## src/rtl/cdb_arbiter.sv

```systemverilog
// Common data bus arbiter: per-source FIFOs for EXE and MEM results, fixed EXE priority with
// a MEM starvation counter, and a single registered broadcast per cycle.
module cdb_arbiter #(
  parameter int unsigned DEPTH    = 4,
  parameter int unsigned MAX_WAIT = 3
) (
  input  logic                       CLK,
  input  logic                       RESET,
  input  logic                       flush,
  input  logic                       exe_valid,
  input  logic [5:0]                 exe_map,
  input  logic [4:0]                 exe_reg,
  input  logic [31:0]                exe_val,
  input  logic [31:0]                exe_instr_num,
  input  logic                       mem_valid,
  input  logic [5:0]                 mem_map,
  input  logic [4:0]                 mem_reg,
  input  logic [31:0]                mem_val,
  input  logic [31:0]                mem_instr_num,
  output logic                       exe_full,
  output logic                       mem_full,
  output logic [$clog2(DEPTH):0]     exe_count,
  output logic [$clog2(DEPTH):0]     mem_count,
  output logic                       cdb_flag,
  output logic [5:0]                 cdb_map,
  output logic [4:0]                 cdb_reg,
  output logic [31:0]                cdb_val,
  output logic [31:0]                cdb_instr_num,
  output logic                       cdb_src,
  output logic                       overflow
);

  localparam int unsigned PW = $clog2(DEPTH);
  localparam int unsigned CW = PW + 1;
  localparam int unsigned WW = (MAX_WAIT < 1) ? 1 : $clog2(MAX_WAIT + 1);
  localparam int unsigned EW = 6 + 5 + 32 + 32;

  // Index 0 is EXE, index 1 is MEM throughout.
  logic [EW-1:0] fifo_q [2][DEPTH];
  logic [PW-1:0] wr_q [2];
  logic [PW-1:0] rd_q [2];
  logic [CW-1:0] cnt_q [2];
  logic [WW-1:0] wait_q;
  logic          ovf_q;
  logic          cdb_flag_q;
  logic          cdb_src_q;
  logic [EW-1:0] cdb_ent_q;

  logic [EW-1:0] in_ent [2];
  logic [EW-1:0] head [2];
  logic [1:0]    in_vld, full, acc, pend, win, push, pop;
  logic          mem_win;

  always_comb begin
    in_ent[0] = {exe_map, exe_reg, exe_val, exe_instr_num};
    in_ent[1] = {mem_map, mem_reg, mem_val, mem_instr_num};
    in_vld    = {mem_valid, exe_valid};
    for (int s = 0; s < 2; s++) begin
      full[s] = (cnt_q[s] == CW'(DEPTH));
      acc[s]  = in_vld[s] && !full[s];
      pend[s] = (cnt_q[s] != '0) || acc[s];
      // An empty FIFO lets the accepted input bypass straight to the bus.
      head[s] = (cnt_q[s] != '0) ? fifo_q[s][rd_q[s]] : in_ent[s];
    end
    mem_win = pend[1] && (!pend[0] || (wait_q == WW'(MAX_WAIT)));
    win     = {mem_win, pend[0] && !mem_win};
    for (int s = 0; s < 2; s++) begin
      push[s] = acc[s] && !(win[s] && (cnt_q[s] == '0));
      pop[s]  = win[s] && (cnt_q[s] != '0);
    end
  end

  always_ff @(posedge CLK or negedge RESET) begin
    if (!RESET) begin
      for (int s = 0; s < 2; s++) begin
        for (int i = 0; i < int'(DEPTH); i++) begin
          fifo_q[s][i] <= '0;
        end
        wr_q[s]  <= '0;
        rd_q[s]  <= '0;
        cnt_q[s] <= '0;
      end
      wait_q     <= '0;
      ovf_q      <= 1'b0;
      cdb_flag_q <= 1'b0;
      cdb_src_q  <= 1'b0;
      cdb_ent_q  <= '0;
    end else if (flush) begin
      for (int s = 0; s < 2; s++) begin
        wr_q[s]  <= '0;
        rd_q[s]  <= '0;
        cnt_q[s] <= '0;
      end
      wait_q     <= '0;
      cdb_flag_q <= 1'b0;
    end else begin
      for (int s = 0; s < 2; s++) begin
        if (push[s]) begin
          fifo_q[s][wr_q[s]] <= in_ent[s];
          wr_q[s]            <= wr_q[s] + 1'b1;
        end
        if (pop[s]) begin
          rd_q[s] <= rd_q[s] + 1'b1;
        end
        cnt_q[s] <= cnt_q[s] + CW'(push[s]) - CW'(pop[s]);
        if (in_vld[s] && full[s]) begin
          ovf_q <= 1'b1;
        end
      end
      if (pend[1] && !win[1]) begin
        if (wait_q != WW'(MAX_WAIT)) begin
          wait_q <= wait_q + 1'b1;
        end
      end else begin
        wait_q <= '0;
      end
      if (win != 2'b00) begin
        cdb_flag_q <= 1'b1;
        cdb_src_q  <= win[1];
        cdb_ent_q  <= win[1] ? head[1] : head[0];
      end else begin
        cdb_flag_q <= 1'b0;
      end
    end
  end

  assign exe_full      = full[0];
  assign mem_full      = full[1];
  assign exe_count     = cnt_q[0];
  assign mem_count     = cnt_q[1];
  assign overflow      = ovf_q;
  assign cdb_flag      = cdb_flag_q;
  assign cdb_src       = cdb_src_q;
  assign cdb_map       = cdb_ent_q[74:69];
  assign cdb_reg       = cdb_ent_q[68:64];
  assign cdb_val       = cdb_ent_q[63:32];
  assign cdb_instr_num = cdb_ent_q[31:0];

endmodule

```

## config.mk

```make
export PLATFORM = sky130hd
export DESIGN_NAME = cdb_arbiter
export DESIGN_NICKNAME = d
export VERILOG_FILES = /design/src/rtl/cdb_arbiter.sv
export SDC_FILE = /design/constraint.sdc
export NUM_CORES = 1
export LEC_CHECK = 0
export CORE_MARGIN = 1.5
export CORE_UTILIZATION = 38
export CTS_CLUSTER_DIAMETER = 60
export DETAILED_ROUTE_END_ITERATION = 12
export PLACE_DENSITY_LB_ADDON = 0.08
export REMOVE_ABC_BUFFERS = 1
export SYNTH_ARGS = -nofsm -noshare
export SYNTH_HDL_FRONTEND = slang
export SYNTH_SLANG_ARGS = --single-unit
```

## constraint.sdc

```tcl
create_clock -name CLK -period 4.25 [get_ports CLK]
set_input_delay 0.85 -clock CLK [delete_from_list [all_inputs] [get_ports CLK]]
set_output_delay 0.85 -clock CLK [all_outputs]
set_load 0.01 [all_outputs]
```

; Word level (Yosys, flattened, before mapping)
; Cells that the tools add are included.
[op_classes]
bitwise_logic = 5
n_reduce_logical = 38
order_cmp = 6
mux = 29
n_addsub = 9
eq_ne = 5
[ops]
columns = cell, count
row1 = 2-to-1 mux 75 bit, 9
row2 = bitwise mux 300 bit, 2
row3 = binary-select mux 75 bit (select 2 bit), 2
row4 = demux 75 bit (select 2 bit), 2
row5 = logical AND 1 bit, 15
row6 = 2-to-1 mux 2 bit, 7
row7 = ">= comparator 3 bit, second input constant", 4
row8 = NOT 2 -> 3 bit, 4
row9 = nonzero test 2 bit, 6
row10 = "adder 2 x 1 -> 2 bit, second input constant", 5
row11 = 2-to-1 mux 4 bit, 2
row12 = AND reduction 2 bit, 4
row13 = adder 3 x 1 -> 3 bit, 2
row14 = "equality test 3 bit, second input constant", 2
row15 = zero test 1 bit, 6
row16 = zero test 3 bit, 2
row17 = "less-than comparator 3 x 1 -> 1 bit, second input constant", 2
row18 = 2-to-1 mux 6 bit, 1
row19 = nonzero test 3 bit, 2
row20 = subtractor 3 x 1 -> 3 bit, 2
row21 = 2-to-1 mux 1 bit, 4
row22 = logical OR 1 bit, 3
row23 = "inequality test 3 x 2 -> 1 bit, second input constant", 1
row24 = "equality test 2 bit, second input constant", 1
row25 = other kinds (2), 2
[word_totals]
word_cells = 111
ff_bits = 694

; Logic depth before layout (Yosys ltp)
; Gate-level depths: netlist of run 1.
[depth]
ltp_word = 15
mapped_depth = 13
mapped_depth_nobuf = 12

; Worst setup path after synthesis of run 1
; OpenSTA, ideal clock, no wires.
[synth_path]
path_kind = in2reg
start = in mem_valid
end = reg cnt_q (netlist bit exe_count[2])
path_buffers = 0
required_time_ps = 4118
stages = 10
t_arrival_ps = 2829
setup_slack_ps = 1289
cell_sequence = or4_1 -> a21oi_1 -> ha_1 -> inv_1 -> ha_1 -> inv_1 -> fa_1 -> xor2_1 -> xnor2_1 -> nor2_1
[synth_via]
elab_chain_len = 11
elab_cells_between_ends = 12
classes_between = add/sub: 2 / mux: 1 / reduce/logical: 9
[synth_lines]
columns = item, line
row1 = "start, declared", 15  ; input logic mem_valid,
row2 = logical AND 1 bit (*), 60  ; acc[s] = in_vld[s] && !full[s];
row3 = logical OR 1 bit (*), 61  ; pend[s] = (cnt_q[s] != '0) || acc[s];
row4 = logical AND 1 bit (*), 65  ; mem_win = pend[1] && (!pend[0] || (wait_q == WW'(MAX_WAIT)));
row5 = zero test 1 bit (*), 66  ; win = {mem_win, pend[0] && !mem_win};
row6 = logical AND 1 bit (*), 66
row7 = logical AND 1 bit, 68  ; push[s] = acc[s] && !(win[s] && (cnt_q[s] == '0));
row8 = zero test 1 bit, 68
row9 = logical AND 1 bit, 68
row10 = adder 3 x 1 -> 3 bit, 105  ; cnt_q[s] <= cnt_q[s] + CW'(push[s]) - CW'(pop[s]);
row11 = subtractor 3 x 1 -> 3 bit (*), 105
row12 = 2-to-1 mux 6 bit (*), 88  ; end else if (flush) begin
row13 = "end signal, assigned by index", 105
row14 = "end, declared", 42  ; logic [CW-1:0] cnt_q [2];
; Every way passes the cells marked *; elsewhere a longest branch is shown, timed or not.
; A chain may end at the register's enable or synchronous reset.

; Final worst setup path of run 1
; Same ends and word-level chain as after synthesis.

==> flow_summary.toml, run 1 <==
[outcome]
status = "finished clean"

[die]
initial_core_util_pct = 38.6
dieArea_um2 = 85300
chipHeight_um = 292
coreArea_um2 = 82400
placement_rows = 105
io_pins = 241
dieWidth_um = 292

[cts]
clk_pin_slew_ns = 0.05
root_buffer = "clkbuf_16"
cts.sinks = 694
insertion_delay_ns = 0.61
hold_buffers = 0
ctsResizeCount = 0
cts_tree = "yes"
cts_buffers = 84
htree_levels = 3
ctsLongestPathBuffers = 3
postCtsSetupRepairBufs = 0

[pwr]
leakagePower_nw = 16.3
ir_drop_v = 0.000892
p_total_mw = 26.8
power.density_nw_per_um2 = 701

[placed_design]
hpwl_um = 51100
io_buffers = 240
gp_congestion = 0.716
placedCellCount = 3282
pre_cts_ws_ns = 0.502

[worst_setup_path]
cp.required_ns = 4.74
worst_path_max_delay_cell = "or4_1"
crit_cells = 11
crit_buf_inv = 3
critical_path.cell_chain = "clkdlybuf4s50_1 -> or4_1 -> a21oi_1 -> ha_1 -> inv_1 -> ha_1 -> inv_1 -> fa_1 -> xor2_1 -> xnor2_1 -> nor2_1"
endpoint_kind = "flop"
critPathMaxFanout = 5
rr_worst_depth = 12
path_class = "primary input to flop"
crit_path_start_kind = "primary input"
crit_family = "adder cells"
crit_arrival_ns = 3.56
max_stage_delay_ns = 0.66

[global_route]
grt_pass1_wl_um = 135000
grt_antenna_before_repair = 19
grt_max_degree = 152
grt_usage_pct = 20.9
grt_pass1_vias = 20800
grt_overflow = 0

[layout]
finalNetCount = 2468
final_cells = 3431
area_growth_pct = 20.3
final_common_cell = "dfrtp_1"
drive_above_1_share_pct = 31.8
mostFrequentLayoutCells = "690 x dfrtp_1, 350 x mux2_2, 239 x clkdlybuf4s50_1"
utilization_pct = 46.4

[logic_synthesis]
netlist_area_um2 = 31800
synth_seq_area_share_pct = 54.7
synth_top_area_share_pct = 54.7
ys_seq_elements = 694
synth_edf_count = 0
synth.avg_cell_area_um2 = 15.3
synthArstFlopShare_pct = 100
yosysTopAreaCell = "dfrtp_1"
ys_warn_count = 0
ys.flop_type = "dfrtp_1"
synth_area_leaders = "dfrtp_1 55%, mux2_2 12%, mux4_2 11%, mux2_1 7.4%, mux2_4 1.9%"
syn_inst = 2074
synth_cell_types = 46

[detailed_routing]
vias = 18900
ant_nets = 0
wl_um = 87200
viasPerCell = 5.51
drcViolationCount = 0
wl_per_cell_um = 25.4
firstDrtPassIters = 4
drt_iter0_drc = 802

[sta]
maxSlewHeadroom_pct = 42.2
min_period_ns = 3.08
clock-skew-final_ns = 0.0161
finalMaxSlewViolations = 0
hold_violations = 0
fin_crit_sh_pct = 72.4
tightest_slew_ns = 0.866
finalSetupViolCount = 0
fin_ws_ns = 1.17
tns_ns = 0
fmax_mhz = 325
rsz0062_at_grt = "false"

[worst_hold_path]
hp-class = "primary input to async pin"

[flow_run]
drv_cap = 0
[cells in the mapped netlist, drive strengths merged (6+ instances only)]
library cell / n
buf: 116
a22oi: 76
xnor2: 6
nor2: 85
inv: 12
dfrtp: 694
mux4: 150
clkbuf: 42
mux2: 600
a21oi: 6
o21ai: 7
o211ai: 76
a31oi: 75
nand2b: 77
ha: 13
[final cells by class]
cell class	instances	area [um2]
fillers	7182	44200
multi-input cells	1210	13500
well taps	1070	1340
repair buffers	296	3300
flip-flops and latches	694	17400
clock buffers	118	2430
diodes	6	15.0
inverters	12	45.0
clock inverters	25	210
[registers in the layout, summed over array words and instances, names as in the netlist]
| name | flops |
|---|---|
| fifo_q | 600 |
| cdb_ent_q | 75 |
| rd_q | 4 |
| wr_q | 4 |
| exe_count | 3 |
| mem_count | 3 |
| wait_q | 2 |
| cdb_flag | 1 |
| cdb_src | 1 |
| overflow | 1 |
[logic make-up (layout without fill, tap and decap cells)]
family                     count (synthesis)  in the layout  synth area share (%)
other                                      0              6                     0
buffers and inverters                    170            451                  3.19
AOI/OAI and AO/OA                        246            246                  5.46
muxes                                    750            750                  32.4
adders and majority gates                 15             15                 0.638
and+or+nand+nor                          191            191                  3.42
DFF                                      694            694                  54.7
xor gates and xnor gates                   8              8                 0.221
[metrics by stage]
| stage | cell area [um2] | hold slack, ns |
|---|---|---|
| floorplan | 30800 | 0.415 |
| detailed placement | 35500 | 0.447 |
| finish | 38200 | 0.280 |
| global placement | 35500 | 0.427 |
| global route | 38200 | 0.303 |
| CTS | 38200 | 0.290 |
[path summary, 6_finish.rpt]
kind                           start            to  slack [ns]
max                        mem_valid  exe_count[2]        1.17
min                            RESET   fifo_q[588]        0.28
max reg2reg                wait_q[0]  exe_count[2]        1.31
min reg2reg                wait_q[0]     wait_q[0]        0.46
max in group asynchronous      RESET    fifo_q[53]        2.64
min in group CLK           wait_q[0]     wait_q[0]        0.46
[layer usage]
| layer | GRT usage (%) | wire length (um) |
|---|---|---|
| met4 | 4.89 | 1660 |
| met5 | 0 | 172 |
| met1 | 28.4 | 39100 |
| met2 | 34.2 | 42500 |
| met3 | 4.33 | 3730 |
[power by group]
part	internal [mW]	total, mW	switching, mW
clock network	4.09	6.90	2.81
registers	9.23	10.9	1.64
logic	5.19	8.99	3.80
Note: power is estimated with default switching activity, not from simulation.
==> run 2, diff against run 1 <==
==> constraint.sdc (replaced) <==
create_clock -name CLK -period 2.45 [get_ports CLK]
set_input_delay 0.49 -clock CLK [delete_from_list [all_inputs] [get_ports CLK]]
set_output_delay 0.49 -clock CLK [all_outputs]
set_load 0.01 [all_outputs]
==> run 2 against run 1 <==
Routed wire length grew 0.23%. Sequential power is 70% higher. Clock skew rose by 0.0083 ns. Clock power rose by 88%. Largest cell class unchanged. Highest routed layer unchanged. Largest power group unchanged. Non-clock buffer count grew 133.
==> flow_summary.toml, run 2 (synthesized netlist as in run 1, its figures left out) <==
[layout]
drive_above_1_share_pct = 35.9
finish.instance_area_um2 = 40000
mostFrequentLayoutCells = "688 x dfrtp_1, 350 x mux2_2, 237 x clkdlybuf4s50_1"
final_cells = 3569
largest_reg_flops = 600
reg_top3 = "fifo_q x600, cdb_ent_q x75"
area_growth_pct = 26.0
diodes = 0
largest_register = "fifo_q"
finalNetCount = 2603
final_common_cell = "dfrtp_1"

[global_route]
grt_max_degree = 90
grt_pass1_vias = 21200
grt_antenna_before_repair = 13
grt_overflow = 0
grt_pass1_wl_um = 136000
grt_usage_pct = 20.9

[placed_design]
placedCellCount = 3411
dpl_cell_area_um2 = 37000
hpwl_um = 59000
io_buffers = 240
gp_congestion = 0.737

[detailed_routing]
wl_met2_um = 41500
wl_met1_um = 40300
drt_iter0_drc = 1008
wl_per_cell_um = 24.5
viasPerCell = 5.42
vias = 19300
wl_met3_um = 3590
top_layer = "met5"
ant_nets = 0
firstDrtPassIters = 5
drcViolationCount = 0
wl_um = 87400

[worst_setup_path]
rr_worst_depth = 10
crit_buf_inv = 2
r2r_slack_ns = 0.06
critPathMaxFanout = 2
path_class = "flop to flop"
cp.required_ns = 2.97
crit_path_start_kind = "flop"
endpoint_kind = "flop"
max_stage_delay_ns = 0.53
r2r-end = "exe_count[2]"
crit_family = "adder cells"
critical_path.cell_chain = "or4_4 -> a21oi_2 -> ha_1 -> inv_1 -> ha_1 -> inv_1 -> fa_2 -> xor2_1 -> xnor2_1 -> nor2_1"
crit_arrival_ns = 2.91
worst_path_max_delay_cell = "or4_4"
r2r-start = "mem_count[2]"

[pwr]
ir_drop_v = 0.000578
p_total_mw = 48.5
leakagePower_nw = 17.3
power.density_nw_per_um2 = 1210

[cts]
htree_levels = 3
ctsLongestPathBuffers = 3
cts_buffers = 86
root_buffer = "clkbuf_16"
cts_tree = "yes"
clk_pin_slew_ns = 0.06
insertion_delay_ns = 0.64
cts.sinks = 694

[sta]
min_period_ns = 2.39
rsz0062_at_grt = "true"
clock-skew-final_ns = 0.0245
tightest_slew_ns = 0.509
finalMaxSlewViolations = 0
finalSetupViolCount = 0
fin_crit_sh_pct = 97.4
fmax_mhz = 419
maxSlewHeadroom_pct = 66.1
tns_ns = 0
hold_violations = 0

[die]
io_pins = 241
placement_rows = 105
initial_core_util_pct = 38.6
chipHeight_um = 292
dieWidth_um = 292
coreArea_um2 = 82400
dieArea_um2 = 85300

[outcome]
status = "finished clean"

[flow_run]
drv_cap = 0

[worst_hold_path]
hp-class = "primary input to async pin"
==> run 2: area by class of cell <==
cell class	instances	area (um2)
inverters	12	45.0
fillers	7074	42400
multi-input cells	1210	13500
flip-flops and latches	694	17400
well taps	1070	1340
clock buffers	117	2400
repair buffers	429	4840
clock inverters	37	522
==> run 2: power by group <==
group	switching [mW]	internal [mW]
Clock	5.20	7.80
Sequential	2.47	16.0
Combinational	7.25	9.79
Total	14.9	33.6
==> run 2: metal layers <==
metal	vias to the layer above	track usage, %
met1	10300	29.2
met4	24	5.01
met2	358	33.7
li1	8524	-
met5	-	0
met3	142	4.06
==> run 2: worst max path at each step <==
stage / depth (start not counted) / to / startpoint / slack (ns)
3_3_place_gp: 11 / exe_count[2] / mem_valid / -0.69
3_5_place_dp: 11 / exe_count[2] / mem_valid / -0.68
6_report: 10 / exe_count[2] / mem_count[2] / 0.06
2_1_floorplan: 10 / exe_count[2] / exe_count[1] / -4.23
4_1_cts: 10 / exe_count[2] / mem_count[2] / 0.03
5_1_grt: 10 / exe_count[2] / mem_count[2] / -0.05
==> run 2: worst register-to-register path: stages (launching register included) <==
cell,delay [ns]
dfrtp_1,0.38
or4_4,0.53
a21oi_2,0.15
ha_1,0.24
inv_1,0.07
ha_1,0.13
inv_1,0.06
fa_2,0.35
xor2_1,0.17
xnor2_1,0.14
nor2_1,0.05
==> run 2: repair_timing <==
item                                    4_1_cts  5_1_grt
gates resized for setup                       9        2
hold endpoints to repair                     35        0
buffers inserted                              2        1
pin swaps                                     2        3
hold buffers                                  1        0
endpoints found under the setup margin        3        3
==> run 2: through the flow <==
| stage | utilization [%] | setup slack (ns) | hold slack, ns |
|---|---|---|---|
| floorplan | - | -4.23 | 0.194 |
| global placement | 45.0 | -0.690 | 0.428 |
| detailed placement | 45.0 | -0.676 | 0.443 |
| CTS | 48.6 | 0.0253 | 0.381 |
| global route | 48.6 | -0.0540 | 0.414 |
| finish | 48.6 | 0.0625 | 0.402 |
==> run 3, diff against run 2 <==
--- a/config.mk
+++ b/config.mk
@@ -10,7 +10,6 @@
 export CTS_CLUSTER_DIAMETER = 60
 export DETAILED_ROUTE_END_ITERATION = 12
 export PLACE_DENSITY_LB_ADDON = 0.08
-export REMOVE_ABC_BUFFERS = 1
 export SYNTH_ARGS = -nofsm -noshare
 export SYNTH_HDL_FRONTEND = slang
 export SYNTH_SLANG_ARGS = --single-unit
==> run 3 against run 2 <==
Non-clock buffer count down 9. Clock skew down 0.0071 ns. Sequential power about the same. Critical path type unchanged. Critical endpoint unchanged.
==> flow_summary.toml, run 3 (synthesized netlist as in run 1, its figures left out) <==
[layout]
reg_top3 = "fifo_q x600, cdb_ent_q x75"
final_cells = 3555
largest_reg_flops = 600
final_common_cell = "dfrtp_1"
drive_above_1_share_pct = 35.5
area_growth_pct = 24.6
largest_register = "fifo_q"
mostFrequentLayoutCells = "686 x dfrtp_1, 350 x mux2_2, 237 x clkdlybuf4s50_1"
finalNetCount = 2589

[global_route]
grt_overflow = 0
grt_pass1_wl_um = 133000
grt_pass1_vias = 21300
grt_antenna_before_repair = 12
grt_usage_pct = 20.6
grt_max_degree = 152

[die]
coreArea_um2 = 82400
dieWidth_um = 292
io_pins = 241
dieArea_um2 = 85300
initial_core_util_pct = 38.6
placement_rows = 105
chipHeight_um = 292

[worst_setup_path]
path_class = "flop to flop"
endpoint = "exe_count[2]"
crit_buf_inv = 2
r2r-end = "exe_count[2]"
r2r-start = "mem_count[0]"
endpoint_kind = "flop"
crit_cells = 10
setup.worst_path.start = "mem_count[0]"
max_stage_delay_ns = 0.55
worst_path_max_delay_cell = "or4_4"
crit_path_start_kind = "flop"
crit_family = "adder cells"
critPathMaxFanout = 2
r2r_slack_ns = 0.05
cp.required_ns = 2.95
critical_path.cell_chain = "or4_4 -> a21oi_4 -> ha_4 -> inv_1 -> ha_1 -> inv_1 -> fa_2 -> xor2_2 -> xnor2_1 -> nor2_1"
crit_arrival_ns = 2.89
cpMostUsedCell = "inv_1"
rr_worst_depth = 10

[sta]
hold_violations = 0
fin_ws_ns = 0.0521
maxSlewHeadroom_pct = 48.5
fin_crit_sh_pct = 97.9
finalSetupViolCount = 0
clock-skew-final_ns = 0.0174
rsz0062_at_grt = "true"
hold_ws_ns = 0.387
tightest_slew_ns = 0.773
fmax_mhz = 417
min_period_ns = 2.40
finalMaxSlewViolations = 0

[cts]
htree_levels = 3
cts_buffers = 81
clk_pin_slew_ns = 0.06
root_buffer = "clkbuf_16"
insertion_delay_ns = 0.61
cts_tree = "yes"
ctsLongestPathBuffers = 3
cts.sinks = 694

[placed_design]
pre_cts_ws_ns = -0.525
gp_congestion = 0.768
hpwl_um = 56500
placedCellCount = 3402
io_buffers = 240

[detailed_routing]
wl_um = 85900
drt_iter0_drc = 779
firstDrtPassIters = 6
wl_per_cell_um = 24.2
vias = 19200
viasPerCell = 5.40
drcViolationCount = 0
ant_nets = 0

[pwr]
ir_drop_v = 0.000928
power.density_nw_per_um2 = 1210
leakagePower_nw = 17.1

[logic_synthesis]
syn_nets = 2244

[worst_hold_path]
hp-class = "primary input to async pin"

[flow_run]
drv_cap = 0

[outcome]
status = "finished clean"
==> run 3: cell count changes in the layout (fill, tap and decap cells not counted), moves of 3 or more <==
cell	change
clkbuf_1	+6
buf_4	+6
clkbuf_16	-3
clkbuf_8	+4
buf_12	-14
bufinv_16	-3
inv_16	-4
==> run 3: layout make-up <==
class	instances	area, um2
Fill cell	7120	42800
Sequential cell	694	17400
Multi-Input combinational cell	1210	13500
Timing Repair Buffer	420	4600
Clock buffer	124	2400
Tap cell	1070	1340
Clock inverter	24	268
Inverter	12	45.0
Antenna cell	1	2.50
==> run 3: worst reg2reg max path, delay by kind of cell, from the launching register on <==
| family | cells | cell delay [ns] |
|---|---|---|
| AOI/OAI and AO/OA | 1 | 0.20 |
| xor gates and xnor gates | 2 | 0.29 |
| adders and majority gates | 3 | 0.70 |
| buffers and inverters | 2 | 0.10 |
| DFF | 1 | 0.39 |
| and+or+nand+nor | 2 | 0.60 |
==> run 3: worst min-delay path by stage <==
stage                         to  cells past startpoint
CTS                  fifo_q[218]                      2
detailed placement   fifo_q[293]                      1
global placement     fifo_q[293]                      1
global route          fifo_q[68]                      2
floorplan           cdb_ent_q[0]                      0
finish                fifo_q[68]                      2
==> run 3: routing by layer <==
metal	vias to the layer above	share of wire [%]	global-route usage, %
met5	-	0.16	0
met4	22	2.8	6.54
met3	157	4.9	4.34
met2	380	49	34.6
met1	10200	43	26.5
li1	8471	-	-
==> run 3: report_power, final <==
group / switching, mW / total, mW / leakage (nW) / internal [mW]
sequential: 2.38 / 18.4 / 8.83 / 16.0
clock: 4.81 / 12.1 / 1.31 / 7.28
combinational: 7.35 / 17.2 / 6.92 / 9.85
==> run 3: per-stage QoR <==
step	power, mW	area [um2]	utilization (%)	setup TNS, ns
floorplan	29.0	31800	-	0
global placement	35.4	36800	44.7	-127.18
detailed placement	36.0	36800	44.7	-148.51
CTS	48.4	39500	48.0	0
global route	50.6	39600	48.0	-0.0421
finish	47.7	39600	48.0	0
==> run 3: what timing repair did <==
item | 4_1_cts | 5_1_grt
hold buffers | 1 | 0
pin swaps | 0 | 4
endpoints found under the hold margin | 21 | 0
buffers inserted | 0 | 3
cloned | 0 | 0
endpoints found under the setup margin | 2 | 29
resized for setup | 4 | 6
